[src/rtl/multicycle_alu_pkg.sv]
// multicycle_alu_pkg: shared ALU operation codes and execute-unit FSM states
package multicycle_alu_pkg;
    localparam logic [4:0] ALU_ADD  = 5'b00000;
    localparam logic [4:0] ALU_SUB  = 5'b00001;
    localparam logic [4:0] ALU_AND  = 5'b00010;
    localparam logic [4:0] ALU_OR   = 5'b00011;
    localparam logic [4:0] ALU_XOR  = 5'b00110;
    localparam logic [4:0] ALU_LUI  = 5'b01000;
    localparam logic [4:0] ALU_SRL  = 5'b01010;
    localparam logic [4:0] ALU_SRA  = 5'b01011;
    localparam logic [4:0] ALU_SLL  = 5'b01101;
    localparam logic [4:0] ALU_BEQ  = 5'b10000;
    localparam logic [4:0] ALU_BNE  = 5'b10001;
    localparam logic [4:0] ALU_BLT  = 5'b10010;
    localparam logic [4:0] ALU_BGE  = 5'b10011;
    localparam logic [4:0] ALU_BLTU = 5'b10100;
    localparam logic [4:0] ALU_BGEU = 5'b10101;
    localparam logic [4:0] ALU_SLT  = 5'b10110;
    localparam logic [4:0] ALU_SLTU = 5'b10111;

    typedef enum logic [1:0] {IDLE, SHIFT, DONE} state_t;

    function automatic logic is_shift(input logic [4:0] op);
        return op == ALU_SLL || op == ALU_SRL || op == ALU_SRA;
    endfunction
endpackage

[src/rtl/multicycle_alu_compare.sv]
// alu_compare: equality, signed and unsigned less-than of two operands
module alu_compare #(
    parameter int XLEN = 32
) (
    input  logic [XLEN-1:0] a,
    input  logic [XLEN-1:0] b,
    output logic            eq,
    output logic            lt_s,
    output logic            lt_u
);
    assign eq   = a == b;
    assign lt_s = $signed(a) < $signed(b);
    assign lt_u = a < b;
endmodule

[src/rtl/multicycle_alu.sv]
// multicycle_alu: execute-stage ALU with single-cycle ops and bit-serial shifts
module multicycle_alu
    import multicycle_alu_pkg::*;
#(
    parameter int XLEN = 32,
    parameter int OPW  = 5
) (
    input  logic            clk,
    input  logic            reset,
    input  logic            in_valid,
    output logic            in_ready,
    input  logic [OPW-1:0]  alu_op,
    input  logic [XLEN-1:0] a,
    input  logic [XLEN-1:0] b,
    output logic            out_valid,
    input  logic            out_ready,
    output logic [XLEN-1:0] result,
    output logic            branch_cond,
    output logic            illegal_op
);
    state_t          r_state;
    logic [4:0]      r_op;
    logic [4:0]      r_cnt;
    logic [XLEN-1:0] r_result;
    logic            r_br;
    logic            r_ill;
    logic            w_eq, w_lt_s, w_lt_u;
    logic [XLEN-1:0] w_alu;
    logic            w_br;
    logic            w_ill;

    alu_compare #(.XLEN(XLEN)) u_cmp (
        .a    (a),
        .b    (b),
        .eq   (w_eq),
        .lt_s (w_lt_s),
        .lt_u (w_lt_u)
    );

    // single-cycle result, branch flag and illegal flag for the request on the inputs
    always_comb begin
        w_alu = '0;
        w_br  = 1'b0;
        w_ill = 1'b0;
        case (alu_op)
            ALU_ADD:  w_alu = a + b;
            ALU_SUB:  w_alu = a - b;
            ALU_AND:  w_alu = a & b;
            ALU_OR:   w_alu = a | b;
            ALU_XOR:  w_alu = a ^ b;
            ALU_LUI:  w_alu = b;
            ALU_SLT:  w_alu = {{(XLEN-1){1'b0}}, w_lt_s};
            ALU_SLTU: w_alu = {{(XLEN-1){1'b0}}, w_lt_u};
            ALU_BEQ:  w_br  = w_eq;
            ALU_BNE:  w_br  = !w_eq;
            ALU_BLT:  w_br  = w_lt_s;
            ALU_BGE:  w_br  = !w_lt_s;
            ALU_BLTU: w_br  = w_lt_u;
            ALU_BGEU: w_br  = !w_lt_u;
            ALU_SLL, ALU_SRL, ALU_SRA: w_alu = a;
            default:  w_ill = 1'b1;
        endcase
        if (alu_op[4:3] == 2'b10 && !alu_op[2] | !alu_op[1])
            w_alu = {{(XLEN-1){1'b0}}, w_br};
    end

    // control FSM: accept, iterate shifts one bit per cycle, hold result until taken
    always_ff @(posedge clk) begin
        if (reset) begin
            r_state  <= IDLE;
            r_op     <= '0;
            r_cnt    <= '0;
            r_result <= '0;
            r_br     <= 1'b0;
            r_ill    <= 1'b0;
        end else begin
            case (r_state)
                IDLE: if (in_valid) begin
                    r_op     <= alu_op;
                    r_result <= w_alu;
                    r_br     <= w_br;
                    r_ill    <= w_ill;
                    r_cnt    <= is_shift(alu_op) ? b[4:0] : 5'd0;
                    r_state  <= (is_shift(alu_op) && b[4:0] != 5'd0) ? SHIFT : DONE;
                end
                SHIFT: begin
                    r_result <= r_op == ALU_SLL ? {r_result[XLEN-2:0], 1'b0} :
                                r_op == ALU_SRA ? {r_result[XLEN-1], r_result[XLEN-1:1]} :
                                                  {1'b0, r_result[XLEN-1:1]};
                    r_cnt    <= r_cnt - 5'd1;
                    if (r_cnt == 5'd1)
                        r_state <= DONE;
                end
                DONE: if (out_ready) r_state <= IDLE;
                default: r_state <= IDLE;
            endcase
        end
    end

    assign in_ready    = r_state == IDLE;
    assign out_valid   = r_state == DONE;
    assign result      = r_result;
    assign branch_cond = r_br;
    assign illegal_op  = r_ill;
endmodule

[config.mk]
export PLATFORM = sky130hd
export DESIGN_NAME = multicycle_alu
export DESIGN_NICKNAME = d
export VERILOG_FILES = /design/src/rtl/multicycle_alu_pkg.sv /design/src/rtl/multicycle_alu_compare.sv /design/src/rtl/multicycle_alu.sv
export SDC_FILE = /design/constraint.sdc
export NUM_CORES = 1
export LEC_CHECK = 0
export ABC_AREA = 0
export CORE_MARGIN = 10
export CORE_UTILIZATION = 65
export DETAILED_ROUTE_END_ITERATION = 10
export DONT_BUFFER_PORTS = 1
export GPL_TIMING_DRIVEN = 1
export PLACE_DENSITY = 0.78
export SKIP_LAST_GASP = 1
export SYNTH_ARGS = -nofsm -noshare
export SYNTH_HDL_FRONTEND = slang
export SYNTH_HIERARCHICAL = 1
export SYNTH_SLANG_ARGS = --single-unit
[constraint.sdc]
create_clock -name clk -period 14.19 [get_ports clk]
set_clock_uncertainty 0.2 [all_clocks]
set_input_delay 3.5475 -clock clk [delete_from_list [all_inputs] [get_ports clk]]
set_output_delay 3.5475 -clock clk [all_outputs]
set_load 0.01 [all_outputs]
== After elaboration in Yosys (flattened, before gate mapping) ==
Cells that the tools add are included.

* Register bits: 46
* Bits of input ports: 73

* $add $sub $neg: 3
* Order comparisons: 2
* Eq/ne operators: 27
* Multiplexer cells: 16
* Bitwise operators: 4
* Reduce and logical (&&, ||, !) cells: 19

{| class="wikitable"
|+ Operator list
! operator !! count
|-
| 32-bit one-hot mux with 9 select lines || 1
|-
| 32-bit 2-to-1 mux || 4
|-
| 32-bit < comparator || 2
|-
| 32-bit one-hot mux with 2 select lines || 1
|-
| 5-bit == test, second input constant || 8
|-
| 32-bit adder || 1
|-
| 32-bit bitwise AND || 1
|-
| 32-bit == test || 1
|-
| 32-bit bitwise OR || 1
|-
| 32-bit subtractor || 1
|-
| 32-bit bitwise XOR || 1
|-
| 5-bit by 4-bit == test with 1-bit output, second input constant || 6
|-
| 17-bit OR reduction || 1
|-
| 5-bit by 1-bit == test with 1-bit output, second input constant || 2
|-
| 5-bit by 2-bit == test with 1-bit output, second input constant || 2
|-
| 5-bit 2-to-1 mux || 2
|-
| 5-bit one-hot mux with 2 select lines || 1
|-
| 2-bit 2-to-1 mux || 4
|-
| 1-bit one-hot mux with 6 select lines || 1
|-
| 2-bit one-hot mux with 3 select lines || 1
|-
| 3-bit AND reduction || 2
|-
| 5-bit by 3-bit == test with 1-bit output, second input constant || 1
|-
| 1-bit zero test || 5
|-
| 5-bit zero test || 1
|-
| other kinds (15) || 20
|}

== Logic depth before layout (Yosys ltp) ==
Gate-level depths: netlist of run 1.

* Word-level depth: 7
* Depth in mapped cells: 18
* Gate-level depth less buffers: 17

== Cells and area by module ==
The synthesis of run 1 kept the hierarchy.

{| class="wikitable"
|+ By module, submodules not included
! module !! times used !! cells each !! area an instance (um2) !! sequential area each (um2)
|-
| multicycle_alu || 1 || 1022 || 6971.7 || 920.9
|-
| alu_compare || 1 || 115 || 822.0 || 0.0
|}

== Worst setup path after synthesis of run 1 ==
Ideal clock, no wire load.

* Path kind: input port to flip-flop
* Start: input alu_op[3]
* End: register r_result[22] (netlist: result[22])
* Library setup time: 0.132 ns
* Data arrival time: 6.813 ns
* Path slack: 7.045 ns
* Stages on the path: 15
* Path buffers: 3
* Cells stage by stage: buf_2 > nor4_1 > and2_0 > clkbuf_1 > a21oi_1 > xnor2_1 > ha_1 > clkbuf_1 > nand4_1 > or3_1 > o22a_1 > o211ai_1 > xor2_1 > a221oi_1 > nor3_1

* Longest elaborated chain between the ends: 6

{| class="wikitable"
|+ Ends and longest elaborated chain
! what !! line !! text
|-
| start, declared || multicycle_alu.sv:12 || <nowiki>input logic [OPW-1:0] alu_op,</nowiki>
|-
| 5-bit by 4-bit == test with 1-bit output || multicycle_alu.sv:45 || <nowiki>case (alu_op)</nowiki>
|-
| 3-bit OR reduction || multicycle_alu.sv:45 ||
|-
| 32-bit one-hot mux with 9 select lines || multicycle_alu.sv:45 ||
|-
| 32-bit 2-to-1 mux (*) || multicycle_alu.sv:63 || <nowiki>if (alu_op[4:3] == 2'b10 && !alu_op[2] | !alu_op[1])</nowiki>
|-
| 32-bit 2-to-1 mux (*) || multicycle_alu.sv:78 || <nowiki>IDLE: if (in_valid) begin</nowiki>
|-
| 32-bit one-hot mux with 2 select lines (*) || multicycle_alu.sv:77 || <nowiki>case (r_state)</nowiki>
|-
| end signal, assigned || multicycle_alu.sv:80 || <nowiki>r_result <= w_alu;</nowiki>
|-
| end signal, assigned || multicycle_alu.sv:87 || <nowiki>r_result <= r_op == ALU_SLL ? {r_result[XLEN-2:0], 1'b0} :</nowiki>
|-
| end, declared || multicycle_alu.sv:24 || <nowiki>logic [XLEN-1:0] r_result;</nowiki>
|}

Mark *: on every way between the ends. The rest lies on a longest branch, timed or not. The select of a mux whose other input is x is not followed.
A chain may end at the register's enable or synchronous reset.

== Worst setup path after layout of run 1 ==
* Start: input alu_op[4]
* End: register r_result[28] (netlist: result[28])

The elaborated chain is that of the path after synthesis.

==> results of run 1 <==
layer usage:
layer	vias up	wire, um
li1	3992	-
met1	3862	11140
met2	553	10720
met3	30	3624
met4	0	353
met5	-	0
worst max-delay path, cell delays in order:
cell       delay [ns]
nor4_1           0.83
and2_0           1.05
a41oi_1          0.13
xnor2_1          0.20
ha_1             0.37
a21oi_1          0.40
a21oi_1          0.13
o21ai_0          0.16
and3_1           0.27
o2111ai_1        0.16
o22a_1           0.24
xnor2_1          0.24
o21ai_0          0.12
where the power goes:
part | switching (W) | leakage [nW] | internal (W) | total (W)
Sequential | 0.0000178 | 0.378 | 0.000140 | 0.000157
Combinational | 0.000131 | 3.10 | 0.0000884 | 0.000219
Clock | 0.0000517 | 0.0698 | 0.0000653 | 0.000117
Total | 0.000201 | 3.55 | 0.000293 | 0.000494
through the flow:
step	setup slack [ns]	power, W	cell area [sq um]	hold WS [ns]
2_1_floorplan	7.045	0.0003236	7794	0.2363
3_3_place_gp	6.239	0.0003699	7856	0.2374
3_5_place_dp	6.068	0.0003723	7856	0.2454
4_1_cts	6.355	0.0004872	8003	0.2553
5_1_grt	5.849	0.0005249	8003	0.2955
6_report	6.318	0.0004939	8003	0.2593
registers in the layout, indices dropped and copies added, names as in the netlist:
register     cells
illegal_op       1
branch_cond      1
r_cnt            5
r_state          2
result          32
r_op             5
path summary, 6_finish.rpt:
kind	from	endpoint	slack, ns	cells past startpoint
setup reg to reg	r_state[1]$_SDFFE_PP0P_	result[10]$_SDFFE_PP0P_	11.39	7
hold reg to reg	r_op[2]$_SDFFE_PP0P_	r_op[2]$_SDFFE_PP0P_	0.26	2
setup / recovery	alu_op[4]	result[28]$_SDFFE_PP0P_	6.32	13
hold / removal	r_op[2]$_SDFFE_PP0P_	r_op[2]$_SDFFE_PP0P_	0.26	2
synthesized netlist by cell type, drive strengths merged, types with 6 or more instances:
| cell type | number | area share [%] |
|---|---|---|
| a21o | 24 | 2.3 |
| a21oi | 103 | 6.6 |
| nand2 | 153 | 7.4 |
| o31ai | 8 | 0.77 |
| nand4 | 16 | 1.3 |
| clkbuf | 47 | 2.4 |
| ha | 131 | 21 |
| o21ai | 32 | 2.1 |
| o21a | 6 | 0.58 |
| nor4 | 13 | 1.3 |
| inv | 113 | 5.4 |
| nor2 | 97 | 4.7 |
| nand2b | 7 | 0.56 |
| and3 | 8 | 0.64 |
| xor2 | 14 | 1.6 |
| dfxtp | 46 | 12 |
| a221oi | 19 | 2.1 |
| and2 | 6 | 0.55 |
| nand3 | 31 | 2.1 |
| buf | 13 | 0.79 |
| a31oi | 53 | 4.3 |
| o211ai | 11 | 1.1 |
| a22oi | 27 | 2.6 |
| nor3 | 32 | 2.1 |
| a41oi | 6 | 0.67 |
| a211oi | 8 | 0.77 |
| nor2b | 8 | 0.64 |
| xnor2 | 44 | 4.9 |
kinds of logic after synthesis:
kind of cell	synth area share, %
AO/OA/AOI/OAI	28.51
multiplexers	0.5137
XOR/XNOR	6.518
buffers and inverters	8.621
flip-flops	11.82
adder cells (fa/ha/maj)	21.29
AND/OR/NAND/NOR	22.73
area by class of cell:
type                            count  area [sq um]  share of cell area, %
Clock buffer                        5         125.1                  1.563
Clock inverter                      3         21.27                 0.2658
Inverter                          113         424.2                  5.300
Multi-Input combinational cell    918          6235                  77.91
Sequential cell                    46         920.9                  11.51
Tap cell                          143         178.9                  2.236
Timing Repair Buffer               13         97.59                  1.220
==> metrics.txt, run 1 <==
number of search-and-repair iterations in the first detailed-routing pass 7; CP Max Fanout 22; final setup violating endpoints 0; DP Cell Count 1233; area enclosed by the die boundary 16770 sq um; data arrival time of the worst path 7.84 ns; Core Region about 12000 sq um; Critical Path Sink Type flip-flop; nets between 1000 and 1500; mean routed wirelength per cell 20.83 um; maximum clock path buffer count 2; pin slew with the least headroom to its limit 1.231 ns; Mapped Nets 1342; half-perimeter wire length of the detailed placement result 20220 um; synthesized netlist cell count 1137; clock root buffer master clkbuf_16; netlist area before placement 7794 sq um; non-filler instance count after layout 1241; DRC violations left 0; worst vdd ir 0.04913 mV; number of flip-flops and latches in the synthesized netlist 46; fill cell total of the finished layout 1044; critical path data required time 14.16 ns; die span in y 129.5 um; number of unique standard cell types used by synthesis 67; number of synthesized flops with an enable pin 0; most frequent cells in the layout 153 x nand2_1, 131 x ha_1, 113 x inv_1, 102 x a21oi_1, 97 x nor2_1; proportion of synthesized flip-flops having asynchronous set or reset 0%; antenna violations before repair 0; cts bufs inserted 5; CTS Hold Buffers Added 0; number of violations reported at the end of detailed-routing iteration 0 1430; clock period minus worst slack 7.872 ns; routed via count 8437; setup TNS 0 ns; num ports 109; row count 39; sequential fraction of the synthesis area 11.82%; power density over the cells 61.72 nW/um^2; maximum frequency from static timing analysis approximately 130 MHz; most used routing layer in global routing met2; maximum capacitance violations 0; worst rel slew slack between 10% and 20%; Critical Setup Path Class in -> reg; clock network latency to the later pin of the worst-skew pair 0.29 ns; crit path launch type input pin; leakage power of the design about 3.5 nW; largest net degree at the start of global routing 44; clock tree from TritonCTS built; clock tree sinks 46; unrepaired setup endpoints after global routing false; chip width 129.5 um; antenna cell count 0; number of buffers inserted to repair setup after CTS 0; count of final max-slew check failures 0; most common flop cell mapped by yosys dfxtp_1; post-cts resize count 0; leading cell type in the layout, fill and taps excluded nand2_1; met3 usage 6.485%; layout cells sized above 1 under 10%; met1 routing resource usage after global routing 43.27%; first-pass GRT wire length 40960 um; starting density of the core 67.39%; Hold Vio Cnt, Final 0; number of H-tree levels 2; routability congestion estimate from global placement 1.007; share of the core filled with cells in the final layout 69.20%; class of the worst hold path reg -> reg; part of the cycle the worst path needs between 50 and 60%; sum of overflow across all layers after global routing 0; clock-pin transition on the worst setup and hold timing paths 0.07 ns; Total GRT Usage 29.68%; result of the run completed; average vias per placed instance 6.799; count of buffers inserted at the top-level ports 0; total length of routed wires between 20000 and 30000 um; fraction of met2 tracks used by global routing 43.78%; number of warnings reported in the yosys synthesis log 6; layout overhead on the synthesized area 2.681%; via count of the first global-routing pass 7591; syn_area_per_cell 6.855 sq um; Final ANT Viol Nets 0
Note: power is estimated with default switching activity, not from simulation.
==> run 2: changes to the inputs <==
Clock period 14.19 ns to 7.4 ns, I/O delays scaled along.
==> run 2 against run 1 <==
First-iteration DRC count decreased by 5.2%; power increased by 92%; global-route usage decreased by 0.32 points; sequential share of layout area about the same; cell count increased by 0.16%; largest cell class unchanged; largest power group unchanged.
==> metrics.txt, run 2 (synthesis gave the netlist of run 1 again) <==
die span in y 129.5 um (unchanged); final setup violating endpoints 0 (unchanged); unrepaired setup endpoints after global routing false (unchanged); fin worst setup slack 1.990 ns (was 6.318 ns); Hold Vio Cnt, Final 0 (unchanged); worst rel slew slack 27.05% (was 17.88%); DRC violations left 0 (unchanged); pre-CTS setup slack 1.784 ns (was 6.068 ns); average vias per placed instance 6.809 (was 6.799); worst vdd ir 0.08039 mV (was 0.04913 mV); clock network latency to the later pin of the worst-skew pair 0.30 ns (was 0.29 ns); worst hold path depth 2 (unchanged); Total GRT Usage 29.36% (was 29.68%); sum of overflow across all layers after global routing 0 (unchanged); via count of the first global-routing pass 7435 (was 7591); maximum clock path buffer count 2 (unchanged); power density over the cells 118.1 nW/um^2 (was 61.72 nW/um^2); placed cell area 7871 sq um (was 7856 sq um); leading cell type in the layout, fill and taps excluded nand2_1 (unchanged); layout cells sized above 1 3.549% (was 3.552%); share of the core filled with cells in the final layout 69.26% (was 69.20%); chip width 129.5 um (unchanged); leakage power of the design 3.549 nW (was 3.546 nW); clock period minus worst slack 5.410 ns; number of H-tree levels 2 (unchanged); count of cells along the worst register-to-register path 7 (unchanged); clock tree sinks 46 (unchanged); launch instance of the worst register-to-register path r_state[1]$_SDFFE_PP0P_ (unchanged); clock tree from TritonCTS built (unchanged); number of flip-flops in the largest register 32 (unchanged); post-cts resize count 0 (unchanged); row count 39 (unchanged); critical path data required time 7.39 ns (was 14.16 ns); final instance area 8010 sq um (was 8003 sq um); number of violations reported at the end of detailed-routing iteration 0 1356 (was 1430); Worst Min Path Start r_op[2]$_SDFFE_PP0P_ (unchanged); mean routed wirelength per cell 20.76 um (was 20.83 um); first-pass GRT wire length 40050 um (was 40960 um); CP Max Fanout 7 (was 22); area enclosed by the die boundary 16770 sq um (unchanged); clock root buffer master clkbuf_16 (unchanged); maximum capacitance violations 0 (unchanged); count of buffers inserted at the top-level ports 0 (unchanged); Final ANT Viol Nets 0 (unchanged); crit path launch type input pin (unchanged); data arrival time of the worst path 5.40 ns (was 7.84 ns); cts bufs inserted 5 (unchanged); terminating pin of the worst hold path r_op[2]$_SDFFE_PP0P_ (unchanged); most frequent cells in the layout 153 x nand2_1, 131 x ha_1, 113 x inv_1, 102 x a21oi_1, 97 x nor2_1 (unchanged); part of the cycle the worst path needs 73.11%; layout overhead on the synthesized area 2.777% (was 2.681%); Worst R2R Setup Slack 4.15 ns (was 11.39 ns); Critical Path Sink Type flip-flop (unchanged); CTS Hold Buffers Added 0 (unchanged); number of buffers inserted to repair setup after CTS 0 (unchanged); endpoint of the worst-slack reg-to-reg timing path result[0]$_SDFFE_PP0P_ (was result[10]$_SDFFE_PP0P_); count of final max-slew check failures 0 (unchanged); Core Region 11560 sq um (unchanged); routability congestion estimate from global placement 0.9849 (was 1.007); maximum frequency from static timing analysis 184.8 MHz; setup TNS 0 ns (unchanged); number of search-and-repair iterations in the first detailed-routing pass 6 (was 7); routed via count 8463 (was 8437); Critical Setup Path Class in -> reg (unchanged); pin slew with the least headroom to its limit 1.085 ns (was 1.231 ns); largest net degree at the start of global routing 44 (unchanged); result of the run completed (unchanged); nets 1304 (was 1302); num ports 109 (unchanged); total length of routed wires 25800 um (was 25840 um); clock-pin transition on the worst setup and hold timing paths 0.06 ns (was 0.07 ns); antenna violations before repair 2 (was 0); half-perimeter wire length of the detailed placement result 20210 um (was 20220 um); class of the worst hold path reg -> reg (unchanged); starting density of the core 67.39% (unchanged)
run 2: how the worst max path moves through the flow:
| stage | from | end | slack, ns | cells after the start |
|---|---|---|---|---|
| floorplan | alu_op[3] | result[22]$_SDFFE_PP0P_ | 1.95 | 15 |
| global placement | b[12] | result[31]$_SDFFE_PP0P_ | 1.82 | 14 |
| detailed placement | b[12] | result[31]$_SDFFE_PP0P_ | 1.78 | 14 |
| CTS | b[12] | result[31]$_SDFFE_PP0P_ | 2.07 | 14 |
| global route | b[12] | result[31]$_SDFFE_PP0P_ | 1.77 | 14 |
| finish | b[12] | result[31]$_SDFFE_PP0P_ | 1.99 | 14 |
run 2: area by class of cell:
cell class | instances | area, sq um
Sequential cell | 46 | 920.9
Timing Repair Buffer | 15 | 112.6
Inverter | 113 | 424.2
Multi-Input combinational cell | 918 | 6235
Fill cell | 1047 | 3555
Clock inverter | 1 | 7.507
Tap cell | 143 | 178.9
Antenna cell | 1 | 2.502
Clock buffer | 6 | 128.9
run 2: worst max-delay path, cell delays in order:
cell     delay [ns]
nor4_1         0.48
nand3_1        0.30
nor2_1         0.44
a21oi_1        0.15
xnor2_1        0.15
ha_1           0.41
and3_1         0.30
nand2_1        0.10
or3_1          0.38
o32ai_1        0.12
nor2_1         0.12
a21oi_1        0.19
o21ai_1        0.10
a211o_1        0.29
run 2: per-layer routing:
layer,global-route usage [%],part of all wire (%),vias to the layer above
met4,8.135,2.1,2
met5,0,0.050,-
met2,41.27,41,525
met3,7.708,14,50
li1,-,-,3997
met1,42.73,43,3889
run 2: through the flow:
stage | hold slack [ns] | std cells | total power [W]
2_1_floorplan | 0.2363 | 1137 | 0.0006205
4_1_cts | 0.2491 | 1242 | 0.0009296
6_report | 0.2502 | 1243 | 0.0009459
5_1_grt | 0.2654 | 1242 | 0.001001
3_3_place_gp | 0.2374 | 1235 | 0.0007090
3_5_place_dp | 0.2410 | 1235 | 0.0007143
run 2: report_power, final:
part | leakage [nW] | internal (W) | switching (W)
Combinational | 3.11 | 0.000170 | 0.000253
Sequential | 0.378 | 0.000268 | 0.0000333
Clock | 0.0629 | 0.000124 | 0.0000982
==> run 3: changes to the inputs <==
Clock period 7.4 ns to 5.6 ns, I/O delays scaled along.
==> run 3 against run 2 <==
Die area did not move; design area is 0.53% higher; clock power is 35% higher; largest power group unchanged; combinational power increased by 33%.
==> metrics.txt, run 3 (synthesis gave the netlist of run 1 again) <==
result of the run completed (unchanged); antenna cell count 0 (was 1); post-cts resize count 0 (unchanged); crit path launch type input pin (unchanged); num ports 109 (unchanged); clock period minus worst slack 4.916 ns; DRC violations left 0 (unchanged); class of the worst hold path reg -> reg (unchanged); number of buffers inserted to repair setup after CTS 0 (unchanged); area enclosed by the die boundary 16770 sq um (unchanged); layout overhead on the synthesized area 3.323% (was 2.777%); CP Max Fanout 7 (unchanged); via count of the first global-routing pass 7553 (was 7435); clock network latency to the later pin of the worst-skew pair 0.29 ns (was 0.30 ns); power density over the cells 156.7 nW/um^2 (was 118.1 nW/um^2); layout cells sized above 1 3.989% (was 3.549%); starting density of the core 67.39% (unchanged); Worst R2R Setup Slack 2.98 ns (was 4.15 ns); critical path data required time 5.58 ns (was 7.39 ns); fin worst setup slack 0.6836 ns (was 1.990 ns); CTS Hold Buffers Added 0 (unchanged); nets 1307 (was 1304); clock tree sinks 46 (unchanged); clock-pin transition on the worst setup and hold timing paths 0.07 ns (was 0.06 ns); worst vdd ir 0.1043 mV (was 0.08039 mV); maximum clock path buffer count 2 (unchanged); count of buffers inserted at the top-level ports 0 (unchanged); half-perimeter wire length of the detailed placement result 20630 um (was 20210 um); number of violations reported at the end of detailed-routing iteration 0 1200 (was 1356); average vias per placed instance 6.798 (was 6.809); number of flip-flops in the largest register 32 (unchanged); clock tree from TritonCTS built (unchanged); routability congestion estimate from global placement 1.020 (was 0.9849); count of final max-slew check failures 0 (unchanged); leading cell type in the layout, fill and taps excluded nand2_1 (unchanged); Critical Setup Path Class in -> reg (unchanged); terminating pin of the worst hold path r_op[0]$_SDFFE_PP0P_ (was r_op[2]$_SDFFE_PP0P_); fill cell total of the finished layout 1076 (was 1047); count of cells along the worst register-to-register path 8 (was 7); first-pass GRT wire length 41080 um (was 40050 um); Hold Vio Cnt, Final 0 (unchanged); part of the power in combinational logic 44.7% (about the same); die span in y 129.5 um (unchanged); proportion of total power due to net switching 40.91% (was 40.68%); most frequent cells in the layout 153 x nand2_1, 131 x ha_1, 113 x inv_1, 102 x a21oi_1, 97 x nor2_1 (unchanged); maximum frequency from static timing analysis 203.4 MHz; area taken by flip-flops and latches 920.9 sq um (unchanged); unrepaired setup endpoints after global routing false (unchanged); Core Region 11560 sq um (unchanged); Pint 0.0007456 W (was 0.0005610 W); maximum capacitance violations 0 (unchanged); worst hold path depth 2 (unchanged); Final ANT Viol Nets 0 (unchanged); sum of overflow across all layers after global routing 0 (unchanged); Critical Path Sink Type flip-flop (unchanged); mean routed wirelength per cell 20.82 um (was 20.76 um); area used by multi-input combinational logic 6235 sq um (unchanged); number of search-and-repair iterations in the first detailed-routing pass 7 (was 6); pre-CTS setup slack 0.4442 ns (was 1.784 ns); pin slew with the least headroom to its limit 1.031 ns (was 1.085 ns); non-filler instance count after layout 1246 (was 1243); leakage power of the design 3.574 nW (was 3.549 nW); Flop pwr share 31.6% (was 31.8%); endpoint of the worst-slack reg-to-reg timing path result[0]$_SDFFE_PP0P_ (unchanged); final setup violating endpoints 0 (unchanged); Total GRT Usage 29.80% (was 29.36%); total length of routed wires 25950 um (was 25800 um); setup TNS 0 ns (unchanged); largest net degree at the start of global routing 44 (unchanged); antenna violations before repair 0 (was 2); worst rel slew slack 31.30% (was 27.05%); chip width 129.5 um (unchanged); row count 39 (unchanged); clock share of power 23.8% (was 23.4%); Sw Pwr 0.0005161 W (was 0.0003848 W); clock root buffer master clkbuf_16 (unchanged); routed via count 8470 (was 8463); part of the cycle the worst path needs 87.79%; Worst Min Path Start r_op[0]$_SDFFE_PP0P_ (was r_op[2]$_SDFFE_PP0P_); cts bufs inserted 5 (unchanged); data arrival time of the worst path 4.90 ns (was 5.40 ns); launch instance of the worst register-to-register path r_state[1]$_SDFFE_PP0P_ (unchanged); DP Cell Count 1238 (was 1235); number of H-tree levels 2 (unchanged)
[run 3: how the worst max path moves through the flow]
stage,startpoint,end,slack (ns),cells after the start
2_1_floorplan,alu_op[3],result[22]$_SDFFE_PP0P_,0.60,15
3_3_place_gp,b[12],result[22]$_SDFFE_PP0P_,0.47,13
3_5_place_dp,b[12],result[31]$_SDFFE_PP0P_,0.44,14
4_1_cts,b[12],result[31]$_SDFFE_PP0P_,0.74,14
5_1_grt,b[12],result[31]$_SDFFE_PP0P_,0.36,14
6_report,b[12],result[27]$_SDFFE_PP0P_,0.68,14
[run 3: power groups by stage]
stage,clock [W],combinational [W],sequential (W)
2_1_floorplan,0,0.000429,0.000391
3_3_place_gp,0,0.000538,0.000405
3_5_place_dp,0,0.000545,0.000405
4_1_cts,0.000298,0.000549,0.000398
5_1_grt,0.000312,0.000624,0.000402
6_report,0.000300,0.000564,0.000398
[run 3: critical path: stages]
cell,delay (ns)
nor4_1,0.49
nand3_1,0.28
nor2_1,0.40
a31oi_1,0.16
xnor2_1,0.15
ha_1,0.38
a21o_1,0.22
a21o_1,0.17
a21oi_1,0.32
nand4_1,0.19
a41oi_1,0.28
xnor2_1,0.12
a221oi_1,0.26
nor3_1,0.07
[run 3: metrics by stage]
stage                     hold WS (ns)  power [W]  utilization, %  area [sq um]
after floorplan                 0.2363  0.0008200               -          7794
after global placement          0.2392  0.0009431           68.37          7906
after detailed placement        0.2415  0.0009503           68.37          7906
after CTS                       0.2505   0.001245           69.63          8053
after global routing            0.2979   0.001338           69.63          8053
final                           0.2633   0.001262           69.63          8053
[run 3: cell type report]
cell class              count  share of cell area [%]
repair buffers             18                   1.833
inverters                 113                   5.267
flip-flops and latches     46                   11.44
clock inverters             3                  0.2641
multi-input cells         918                   77.42
well taps                 143                   2.222
clock buffers               5                   1.554
[run 3: routing by layer]
layer  vias up  track usage, %  wire length (um)
met4         0           5.952               450
met2       506           44.32             10750
met5         -               0                 0
li1       4006               -                 -
met3        49           8.646              3797
met1      3909           41.81             10950
